## src/rtl/rc4_keyspace_scheduler_if.sv

```systemverilog
// Bus interface for rc4_keyspace_scheduler: search control, per-core key/restart lanes and results.
// The scheduler connects through the slave modport; the controlling side uses master.
interface rc4_keyspace_scheduler_if #(
   parameter int unsigned NUM_CORES = 4,
   parameter int unsigned KEY_W     = 22
);
   localparam int unsigned IDX_W = (NUM_CORES > 1) ? $clog2(NUM_CORES) : 1;

   logic                       start;
   logic [KEY_W-1:0]           key_first;
   logic [KEY_W-1:0]           key_last;
   logic [NUM_CORES-1:0]       core_done;
   logic [NUM_CORES-1:0]       core_valid;
   logic [NUM_CORES*KEY_W-1:0] core_key;
   logic [NUM_CORES-1:0]       core_rst;
   logic                       busy;
   logic                       solved;
   logic                       exhausted;
   logic [KEY_W-1:0]           solved_key;
   logic [IDX_W-1:0]           solved_core;
   logic [KEY_W:0]             keys_tried;

   modport master (
      output start, key_first, key_last, core_done, core_valid,
      input  core_key, core_rst, busy, solved, exhausted, solved_key, solved_core, keys_tried
   );

   modport slave (
      input  start, key_first, key_last, core_done, core_valid,
      output core_key, core_rst, busy, solved, exhausted, solved_key, solved_core, keys_tried
   );
endinterface

```

## src/rtl/rc4_keyspace_scheduler.sv

```systemverilog
// Interleaved key-space scheduler feeding NUM_CORES RC4 decrypt cores from [key_first, key_last].
// Optional completed-key counter on keys_tried is built only when KEYSCHED_STATS_EN is defined.
module rc4_keyspace_scheduler #(
   parameter int unsigned NUM_CORES = 4,
   parameter int unsigned KEY_W     = 22,
   parameter int unsigned PULSE_W   = 2
) (
   input logic clk,
   input logic rst,
   rc4_keyspace_scheduler_if.slave bus
);
   localparam int unsigned IDX_W = (NUM_CORES > 1) ? $clog2(NUM_CORES) : 1;
   localparam int unsigned EXT_W = KEY_W + 1;
   localparam int unsigned CNT_W = (PULSE_W > 1) ? $clog2(PULSE_W) : 1;

   typedef enum logic [1:0] {ST_IDLE, ST_RUN, ST_SOLVED, ST_EXHAUSTED} top_state_t;
   typedef enum logic [1:0] {CS_OFF, CS_PULSE, CS_WAIT} core_state_t;

   top_state_t           state;
   core_state_t          cst     [NUM_CORES];
   logic [CNT_W-1:0]     pcnt    [NUM_CORES];
   logic [KEY_W-1:0]     key     [NUM_CORES];
   logic [KEY_W-1:0]     last_q;
   logic [NUM_CORES-1:0] core_rst_q;
   logic                 busy_q;
   logic                 solved_q;
   logic                 exhausted_q;
   logic [KEY_W-1:0]     solved_key_q;
   logic [IDX_W-1:0]     solved_core_q;

   logic [NUM_CORES-1:0] accept_c;
   logic [NUM_CORES-1:0] miss_c;
   logic [NUM_CORES-1:0] reload_c;
   logic [NUM_CORES-1:0] in_range_c;
   logic [EXT_W-1:0]     step_key_c [NUM_CORES];
   logic [EXT_W-1:0]     init_key_c [NUM_CORES];
   logic                 win_c;
   logic [IDX_W-1:0]     win_idx_c;
   logic [KEY_W-1:0]     win_key_c;
   logic                 active_c;
   logic                 empty_c;

   // Per-core done qualification, lowest-index winner, and lookahead for "all cores going OFF".
   // All range arithmetic is KEY_W+1 bits wide so a range ending at the top key never wraps.
   always_comb begin
      accept_c   = '0;
      miss_c     = '0;
      reload_c   = '0;
      in_range_c = '0;
      win_c      = 1'b0;
      win_idx_c  = '0;
      win_key_c  = '0;
      active_c   = 1'b0;
      empty_c    = bus.key_first > bus.key_last;
      for (int i = 0; i < NUM_CORES; i++) begin
         step_key_c[i] = {1'b0, key[i]} + EXT_W'(NUM_CORES);
         init_key_c[i] = {1'b0, bus.key_first} + EXT_W'(i);
         in_range_c[i] = init_key_c[i] <= {1'b0, bus.key_last};
         accept_c[i]   = (state == ST_RUN) && (cst[i] == CS_WAIT) && bus.core_done[i];
         miss_c[i]     = accept_c[i] && !bus.core_valid[i];
         reload_c[i]   = step_key_c[i] <= {1'b0, last_q};
         if (accept_c[i] && bus.core_valid[i] && !win_c) begin
            win_c     = 1'b1;
            win_idx_c = IDX_W'(i);
            win_key_c = key[i];
         end
         if ((cst[i] == CS_PULSE) || ((cst[i] == CS_WAIT) && !miss_c[i]) ||
             (miss_c[i] && reload_c[i])) begin
            active_c = 1'b1;
         end
      end
   end

   // Top FSM plus the per-core OFF/PULSE/WAIT machines and all registered outputs.
   always_ff @(posedge clk or posedge rst) begin
      if (rst) begin
         state         <= ST_IDLE;
         last_q        <= '0;
         core_rst_q    <= '0;
         busy_q        <= 1'b0;
         solved_q      <= 1'b0;
         exhausted_q   <= 1'b0;
         solved_key_q  <= '0;
         solved_core_q <= '0;
         for (int i = 0; i < NUM_CORES; i++) begin
            cst[i]  <= CS_OFF;
            pcnt[i] <= '0;
            key[i]  <= '0;
         end
      end else begin
         case (state)
            ST_RUN: begin
               if (win_c) begin
                  state         <= ST_SOLVED;
                  busy_q        <= 1'b0;
                  solved_q      <= 1'b1;
                  solved_key_q  <= win_key_c;
                  solved_core_q <= win_idx_c;
                  core_rst_q    <= '1;
                  for (int i = 0; i < NUM_CORES; i++) cst[i] <= CS_OFF;
               end else if (!active_c) begin
                  state       <= ST_EXHAUSTED;
                  busy_q      <= 1'b0;
                  exhausted_q <= 1'b1;
                  core_rst_q  <= '1;
                  for (int i = 0; i < NUM_CORES; i++) cst[i] <= CS_OFF;
               end else begin
                  for (int i = 0; i < NUM_CORES; i++) begin
                     case (cst[i])
                        CS_PULSE: begin
                           if (pcnt[i] == CNT_W'(PULSE_W - 1)) begin
                              cst[i]        <= CS_WAIT;
                              core_rst_q[i] <= 1'b0;
                           end else begin
                              pcnt[i] <= pcnt[i] + CNT_W'(1);
                           end
                        end
                        CS_WAIT: begin
                           if (miss_c[i]) begin
                              if (reload_c[i]) begin
                                 key[i]        <= step_key_c[i][KEY_W-1:0];
                                 cst[i]        <= CS_PULSE;
                                 pcnt[i]       <= '0;
                                 core_rst_q[i] <= 1'b1;
                              end else begin
                                 cst[i] <= CS_OFF;
                              end
                           end
                        end
                        default: ;
                     endcase
                  end
               end
            end
            default: begin
               if (bus.start) begin
                  // An inverted range skips RUN and reports exhaustion right away.
                  state         <= empty_c ? ST_EXHAUSTED : ST_RUN;
                  busy_q        <= !empty_c;
                  exhausted_q   <= empty_c;
                  solved_q      <= 1'b0;
                  solved_key_q  <= '0;
                  solved_core_q <= '0;
                  last_q        <= bus.key_last;
                  for (int i = 0; i < NUM_CORES; i++) begin
                     pcnt[i] <= '0;
                     if (in_range_c[i] && !empty_c) begin
                        key[i]        <= init_key_c[i][KEY_W-1:0];
                        cst[i]        <= CS_PULSE;
                        core_rst_q[i] <= 1'b1;
                     end else begin
                        key[i]        <= '0;
                        cst[i]        <= CS_OFF;
                        core_rst_q[i] <= empty_c;
                     end
                  end
               end
            end
         endcase
      end
   end

   always_comb begin
      bus.core_key = '0;
      for (int i = 0; i < NUM_CORES; i++) bus.core_key[i*KEY_W +: KEY_W] = key[i];
   end

   assign bus.core_rst    = core_rst_q;
   assign bus.busy        = busy_q;
   assign bus.solved      = solved_q;
   assign bus.exhausted   = exhausted_q;
   assign bus.solved_key  = solved_key_q;
   assign bus.solved_core = solved_core_q;

`ifdef KEYSCHED_STATS_EN
   localparam int unsigned POP_W = $clog2(NUM_CORES + 1);
   localparam int unsigned SUM_W = EXT_W + 1;

   logic [POP_W-1:0] done_cnt_c;
   logic [SUM_W-1:0] tried_sum_c;
   logic [EXT_W-1:0] tried_q;

   // Popcount of accepted completions this cycle, added with saturation.
   always_comb begin
      done_cnt_c = '0;
      for (int i = 0; i < NUM_CORES; i++) done_cnt_c = done_cnt_c + POP_W'(accept_c[i]);
      tried_sum_c = SUM_W'(tried_q) + SUM_W'(done_cnt_c);
   end

   always_ff @(posedge clk or posedge rst) begin
      if (rst) begin
         tried_q <= '0;
      end else if (bus.start && (state != ST_RUN)) begin
         tried_q <= '0;
      end else if (|accept_c) begin
         tried_q <= tried_sum_c[EXT_W] ? '1 : tried_sum_c[EXT_W-1:0];
      end
   end

   assign bus.keys_tried = tried_q;
`else
   assign bus.keys_tried = '0;
`endif
endmodule

```

## src/flat_wrapper.sv

```systemverilog
// flat-port wrapper written by rule: the top's interface ports become plain ports
module rc4_keyspace_scheduler_flat 
#(
   parameter int unsigned NUM_CORES = 4,
   parameter int unsigned KEY_W     = 22,
   parameter int unsigned PULSE_W   = 2
)
  (clk, rst, bus_start, bus_key_first, bus_key_last, bus_core_done, bus_core_valid, bus_core_key, bus_core_rst, bus_busy, bus_solved, bus_exhausted, bus_solved_key, bus_solved_core, bus_keys_tried);
  rc4_keyspace_scheduler_if #(.NUM_CORES(NUM_CORES), .KEY_W(KEY_W)) bus_i ();
  input logic clk;
  input logic rst;
  input wire logic [$bits(bus_i.start)-1:0] bus_start;
  input wire logic [$bits(bus_i.key_first)-1:0] bus_key_first;
  input wire logic [$bits(bus_i.key_last)-1:0] bus_key_last;
  input wire logic [$bits(bus_i.core_done)-1:0] bus_core_done;
  input wire logic [$bits(bus_i.core_valid)-1:0] bus_core_valid;
  output wire logic [$bits(bus_i.core_key)-1:0] bus_core_key;
  output wire logic [$bits(bus_i.core_rst)-1:0] bus_core_rst;
  output wire logic [$bits(bus_i.busy)-1:0] bus_busy;
  output wire logic [$bits(bus_i.solved)-1:0] bus_solved;
  output wire logic [$bits(bus_i.exhausted)-1:0] bus_exhausted;
  output wire logic [$bits(bus_i.solved_key)-1:0] bus_solved_key;
  output wire logic [$bits(bus_i.solved_core)-1:0] bus_solved_core;
  output wire logic [$bits(bus_i.keys_tried)-1:0] bus_keys_tried;
  assign bus_i.start = bus_start;
  assign bus_i.key_first = bus_key_first;
  assign bus_i.key_last = bus_key_last;
  assign bus_i.core_done = bus_core_done;
  assign bus_i.core_valid = bus_core_valid;
  assign bus_core_key = bus_i.core_key;
  assign bus_core_rst = bus_i.core_rst;
  assign bus_busy = bus_i.busy;
  assign bus_solved = bus_i.solved;
  assign bus_exhausted = bus_i.exhausted;
  assign bus_solved_key = bus_i.solved_key;
  assign bus_solved_core = bus_i.solved_core;
  assign bus_keys_tried = bus_i.keys_tried;
  rc4_keyspace_scheduler #(.NUM_CORES(NUM_CORES), .KEY_W(KEY_W), .PULSE_W(PULSE_W)) u_core (.clk(clk), .rst(rst), .bus(bus_i));
endmodule
```

## config.mk

```make
export PLATFORM = sky130hd
export DESIGN_NAME = rc4_keyspace_scheduler_flat
export DESIGN_NICKNAME = d
export VERILOG_FILES = /design/src/rtl/rc4_keyspace_scheduler_if.sv /design/src/rtl/rc4_keyspace_scheduler.sv /design/src/flat_wrapper.sv
export SDC_FILE = /design/constraint.sdc
export NUM_CORES = 1
export LEC_CHECK = 0
export CAP_MARGIN = 20
export CORE_MARGIN = 2
export CORE_UTILIZATION = 57
export CTS_CLUSTER_SIZE = 30
export DETAILED_ROUTE_END_ITERATION = 7
export GPL_TIMING_DRIVEN = 0
export PLACE_DENSITY = 0.82
export SYNTH_ARGS = -nofsm -noshare
export SYNTH_HDL_FRONTEND = slang
export SYNTH_SLANG_ARGS = --single-unit
```

## constraint.sdc

```tcl
create_clock -name clk -period 5.9 [get_ports clk]
set_input_delay 1.18 -clock clk [delete_from_list [all_inputs] [get_ports clk]]
set_output_delay 1.18 -clock clk [all_outputs]
set_load 0.01 [all_outputs]
```

## Yosys cells after proc, flatten, opt, wreduce, memory -nomap -nowiden

Cells that the tools add are included.
W data, S select, Z words.

| cells by class | value |
|---|---|
| add/sub/neg operators | 11 |
| magnitude comparators | 9 |
| equal/unequal tests | 54 |
| multiplexer cells | 125 |
| bitwise gates (word level) | 1 |
| reductions and logical operators | 72 |

Operators with widths:

| operator | count |
|---|---|
| $mux W22 | 23 |
| $mux W88 | 4 |
| $le A23 B22 Y1 | 7 |
| $add A22 B3 Y23 const B | 4 |
| $ne A5 B3 Y1 const B | 12 |
| $mux W1 | 56 |
| $reduce_and A6 Y1 | 8 |
| $add A22 B2 Y23 const B | 2 |
| $mux W2 | 18 |
| $mux W4 | 8 |
| $mux W8 | 4 |
| $logic_and A1 B1 Y1 | 31 |
| $ne A3 B2 Y1 const B | 9 |
| $add A22 B1 Y23 const B | 1 |
| $gt A22 B22 Y1 | 1 |
| $le A22 B22 Y1 | 1 |
| $ne A2 B1 Y1 const B | 11 |
| $ne A5 B4 Y1 const B | 4 |
| $reduce_and A5 Y1 | 4 |
| $pmux W1 S2 | 8 |
| $pmux W2 S2 | 4 |
| $reduce_and A4 Y1 | 4 |
| $logic_not A1 Y1 | 12 |
| $eq A2 B1 Y1 const B | 5 |
| 10 further kinds | 31 |

| storage, ports and cells | value |
|---|---|
| register bits | 155 |
| bits of input ports | 55 |
| output and inout port bits | 142 |
| logic and storage cells | 295 |

## Depth between registers and ports, before layout

| logic depth | value |
|---|---|
| word-level depth | 16 |
| gate-level depth with buffers | 18 |
| depth with buffers taken out | 16 |

## Least setup slack after synthesis

Ideal clock, no wire load.

| timing | value |
|---|---|
| path type | input-to-reg |
| start point | in bus_key_first[4] |
| end point | reg u_core.key (netlist bit u_core.bus.core_key[60]) |
| library setup time | 0.083 ns |
| data arrival time | 5.006 ns |
| required time | 5.817 ns |
| slack | 0.811 ns |
| stages on the path | 16 |
| path buffers | 2 |
| cells stage by stage | clkbuf_1 nand4_1 or2_2 or3_1 or2_2 nor2_1 xor2_1 ha_1 a21o_1 a2111oi_0 nand2_1 a32o_1 nor3_1 clkbuf_1 a22oi_1 o21ai_0 |

| on the way | value |
|---|---|
| word-level cells in the longest chain between the ends | 6 |
| elaborated cells between the ends (all ways) | 8 |
| those cells by class | add/sub (1); order compare (2); mux (3); reduce/logical (2) |

Ends and longest elaborated chain:

| item | line | RTL |
|---|---|---|
| start, declared | flat_wrapper.sv:13 | `input wire logic [$bits(bus_i.key_first)-1:0] bus_key_first;` |
| $add A22 B2 Y23 / $gt A22 B22 Y1 (equally long branches) | rc4_keyspace_scheduler.sv:57, rc4_keyspace_scheduler.sv:54 |  |
| $le A23 B22 Y1 / $logic_not A1 Y1 (equally long branches) | rc4_keyspace_scheduler.sv:58, rc4_keyspace_scheduler.sv:147 |  |
| $logic_and A1 B1 Y1 | rc4_keyspace_scheduler.sv:147 | `if (in_range_c[i] && !empty_c) begin` |
| $mux W22 * | rc4_keyspace_scheduler.sv:147 |  |
| $mux W88 * | rc4_keyspace_scheduler.sv:136 | `if (bus.start) begin` |
| $mux W88 * | rc4_keyspace_scheduler.sv:91 | `case (state)` |
| end signal, assigned by index | rc4_keyspace_scheduler.sv:121 | `key[i] <= step_key_c[i][KEY_W-1:0];` |
| end signal, assigned by index | rc4_keyspace_scheduler.sv:148 | `key[i] <= init_key_c[i][KEY_W-1:0];` |
| end, declared | rc4_keyspace_scheduler.sv:22 | `logic [KEY_W-1:0] key [NUM_CORES];` |

Mark *: on every way between the ends. The rest lies on a longest branch, timed or not. The select of a mux whose other input is x is not followed.
A chain may end at the register's enable or synchronous reset.

## Worst setup path in the final report

| timing | value |
|---|---|
| start point | in bus_key_first[3] |
| end point | reg u_core.key (netlist bit u_core.bus.core_key[54]) |

The elaborated chain is that of the path after synthesis.

==> results.cfg <==
[clocking]
clkSlewWorstSetupHoldPaths_ps = 70
cts_tree = yes
clk_latency_ps = 450
ctsRootBufferMaster = sky130_fd_sc_hd__clkbuf_16
cts-buffers-inserted = 17
cts_max_path_buffers = 2
clock_tree.htree_level_count = 4
cts.sinks = 155

[timing]
timing.final.setup_violations = 0
maxClockFrequency_ghz = 0.170
hold_violations = 0
final.period_utilization_pct = 99.9
slew_viol_final = 0
holdWs_ps = 493
clock-skew-final_ps = 20.0
grt_setup_unrepaired = no
timing.setup.tns_ps = 0
period_minus_slack_ps = 5900
max_slew.worst_pin.slew_ps = 1210
timing.slew.headroom_pct = 18.6

[placed_design]
port_buffers = 172
detailed_place_hpwl_mm = 53.3
final_weighted_congestion_in_routability_driven_placement = 1.06

[critical_path]
crit_top_cell = sky130_fd_sc_hd__and3_1
critPathSlowestCell = sky130_fd_sc_hd__clkbuf_1
timing.critical_path.arrival_ps = 6240
reg2reg_slack_ps = 260
timing.critical_path.to_type = register
crit-reg2reg-launch = u_core.bus.core_key[48]$_DFFE_PP0P_
critical-path-max-stage-delay_ps = 590
timing.rr.end = u_core.bus.core_key[62]$_DFFE_PP0P_
required_ps = 6240
critPathMaxFanout = 10
reg2regPathDepth = 17
crit_type = in2reg
cp_cell_sequence = clkdlybuf4s50_1, clkbuf_1, and3_1, nand3_1, nor3_1, xor2_1, ha_1, and3_1, a211oi_4, a31oi_2, a32o_2, nor3_4, clkbuf_4, a221oi_1, a21oi_2
crit_start = bus_key_first[3]
critical_path.startpoint_type = input port

[synth]
synth_top_cells_by_count = sky130_fd_sc_hd__nor2_1, sky130_fd_sc_hd__ha_1, sky130_fd_sc_hd__a21oi_1
yosysTopAreaCell = sky130_fd_sc_hd__dfrtp_1
post_synth.cell_area_avg_um2 = 7.94
ys_types = 79
synth_seq_cells = 155
synth_enable_flop_cells = 0
postSynth.topFlopCell = sky130_fd_sc_hd__dfrtp_1
seq_area_frac_synth_pct = 26.3
ys.warnings.count = 0
yosys.cell_count.top_type = sky130_fd_sc_hd__nor2_1
synth.area.top_cells = sky130_fd_sc_hd__dfrtp_1, sky130_fd_sc_hd__ha_1, sky130_fd_sc_hd__a21oi_1
post-synth-top-area-fraction_pct = 26.3
synth_area_mm2 = 0.0147
post_synthesis_cells = 1855
synth-async-reset-ratio_pct = 100

[status]
result_of_the_run = finished clean

[drt]
detail_route.iter0.violations = 2986
vias_per_cell = 6.94
vias = 16783
final_routed_drc_violation_total = 0
wirelength_mm = 67.4
drtPass1Iterations = 6
post_drt_wl_per_cell_um = 27.9
antenna_left = 0

[floorplan]
ioPinCount = 197
total_die_area_mm2 = 0.0271
initial_core_util_pct = 58.3
placeableCoreArea_mm2 = 0.0253
standard_cell_rows = 58
die_height_um = 165
overall_die_width_um = 165

[power_and_ir_drop]
max-vdd-ir-drop_uv = 365
power.switching_fraction_pct = 51.6
comb_power_share_pct = 62.6
design_power_total_w = 0.00891
intPower_w = 0.00432
power.density_cell_area_mw_per_mm2 = 499
pwr-share-clk_pct = 13.0
register_share_of_total_power_pct = 24.5
p_sw_w = 0.00459
cellLeakagePower_nw = 7.82

[cells_and_area]
antennaDiodeCount = 0
num-nets-final = 2321
post_route_cells_drive_above_1_share_pct = 6.84
syn2layout_area_growth_pct = 21.3
num-fill-cells = 2074
layout.core_utilization_pct = 70.7

[worst_hold_path]
startpoint_of_the_lowest_slack_hold_path = u_core.bus.busy$_DFFE_PP0P_
whs_endpoint = u_core.bus.busy$_DFFE_PP0P_
worstHoldPathType = reg2reg
hold_path_depth = 1

[flow_run]
max_cap_viol_count = 0

[grt]
global_route.usage.total_pct = 49.7
grt_pass1_vias = 15477
grt_antenna_before_repair = 1
grt-ovfl-total = 0
maximum_number_of_pins_on_one_net_before_global_route_repair = 100
grt_pass1_wl_mm = 97.7
-- through the flow --
step	worst slack, ps	std cells	area (µm²)
detailed placement	-2190	2380	17000
finish	4.17	2420	17900
CTS	33.0	2413	17700
global placement	-2240	2379	16900
floorplan	542	1877	14800
global route	5.86	2420	17900
-- layout by cell type (no fill, tap or decap), drive strengths merged, types with 74 or more instances in the layout --
cell type and count:
a21oi 166, clkbuf 120, clkdlybuf4s50 172, dfrtp 155, ha 188, inv 89
nand2 154, nor2 198, o21ai 98, xnor2 74
-- final cells by class --
type	instances	area, µm²	area share (%)
multi-input combinational	1498	10200	57.0
sequential	155	3880	21.7
timing repair buffer	183	1820	10.2
buffer	141	669	3.75
clock buffer	18	439	2.46
tap	330	413	2.31
inverter	82	315	1.77
clock inverter	13	133	0.743
-- critical path: cells and delay by family --
| kind | cells | cell delay (ps) |
|---|---|---|
| AOI/OAI and AO/OA | 5 | 1240 |
| buffers and inverters | 3 | 1420 |
| and+or+nand+nor | 5 | 1590 |
| adders and majority gates | 1 | 330 |
| xor gates and xnor gates | 1 | 460 |
-- logic make-up after synthesis --
family	count (synthesis)	synth area share, %
buffers and inverters	224	6.45
multiplexers	3	0.221
XOR/XNOR	131	7.79
other	1	0.0255
AND/OR/NAND/NOR	644	21.2
flip-flops	155	26.3
AO/OA/AOI/OAI	509	22.0
adder cells (fa/ha/maj)	188	16.0
-- state kept, by name, summed over array words and instances (netlist names), 2 cells and up --
name	cells
u_core.pcnt	4
u_core.last_q	22
u_core.bus.solved_key	22
u_core.cst	8
u_core.state	2
u_core.bus.core_rst	4
u_core.bus.core_key	88
u_core.bus.solved_core	2
-- power by group through the flow --
stage	sequential, W	clock [W]	combinational [W]
global placement	0.00213	0	0.00508
detailed placement	0.00215	0	0.00526
global route	0.00220	0.00117	0.00595
CTS	0.00213	0.00113	0.00534
finish	0.00218	0.00116	0.00558
floorplan	0.00210	0	0.00304
-- timing repair --
| action | in CTS | in global routing |
|---|---|---|
| endpoints found under the setup margin | 67 | 69 |
| pin swaps | 3 | 3 |
| resized for setup | 34 | 31 |
| hold buffers | 0 | 0 |
| setup buffers | 2 | 8 |
-- worst max path at each step --
stage / end / slack, ps / cells past startpoint
global placement: u_core.bus.core_key[54]$_DFFE_PP0P_ / -2240 / 16
floorplan: u_core.bus.busy$_DFFE_PP0P_ / 540 / 1
detailed placement: u_core.bus.core_key[54]$_DFFE_PP0P_ / -2190 / 17
global route: u_core.bus.core_key[62]$_DFFE_PP0P_ / 6 / 17
finish: u_core.bus.core_key[54]$_DFFE_PP0P_ / 4 / 15
CTS: u_core.bus.core_key[54]$_DFFE_PP0P_ / 30 / 17
-- metal layers --
layer	wire [µm]	GRT usage (%)	vias up
met3	10100	17.3	353
li1	-	-	7157
met5	13	0	-
met4	5970	34.9	2
met1	24900	64.9	7828
met2	26500	68.3	1443
(Power assumes the default switching activity.)
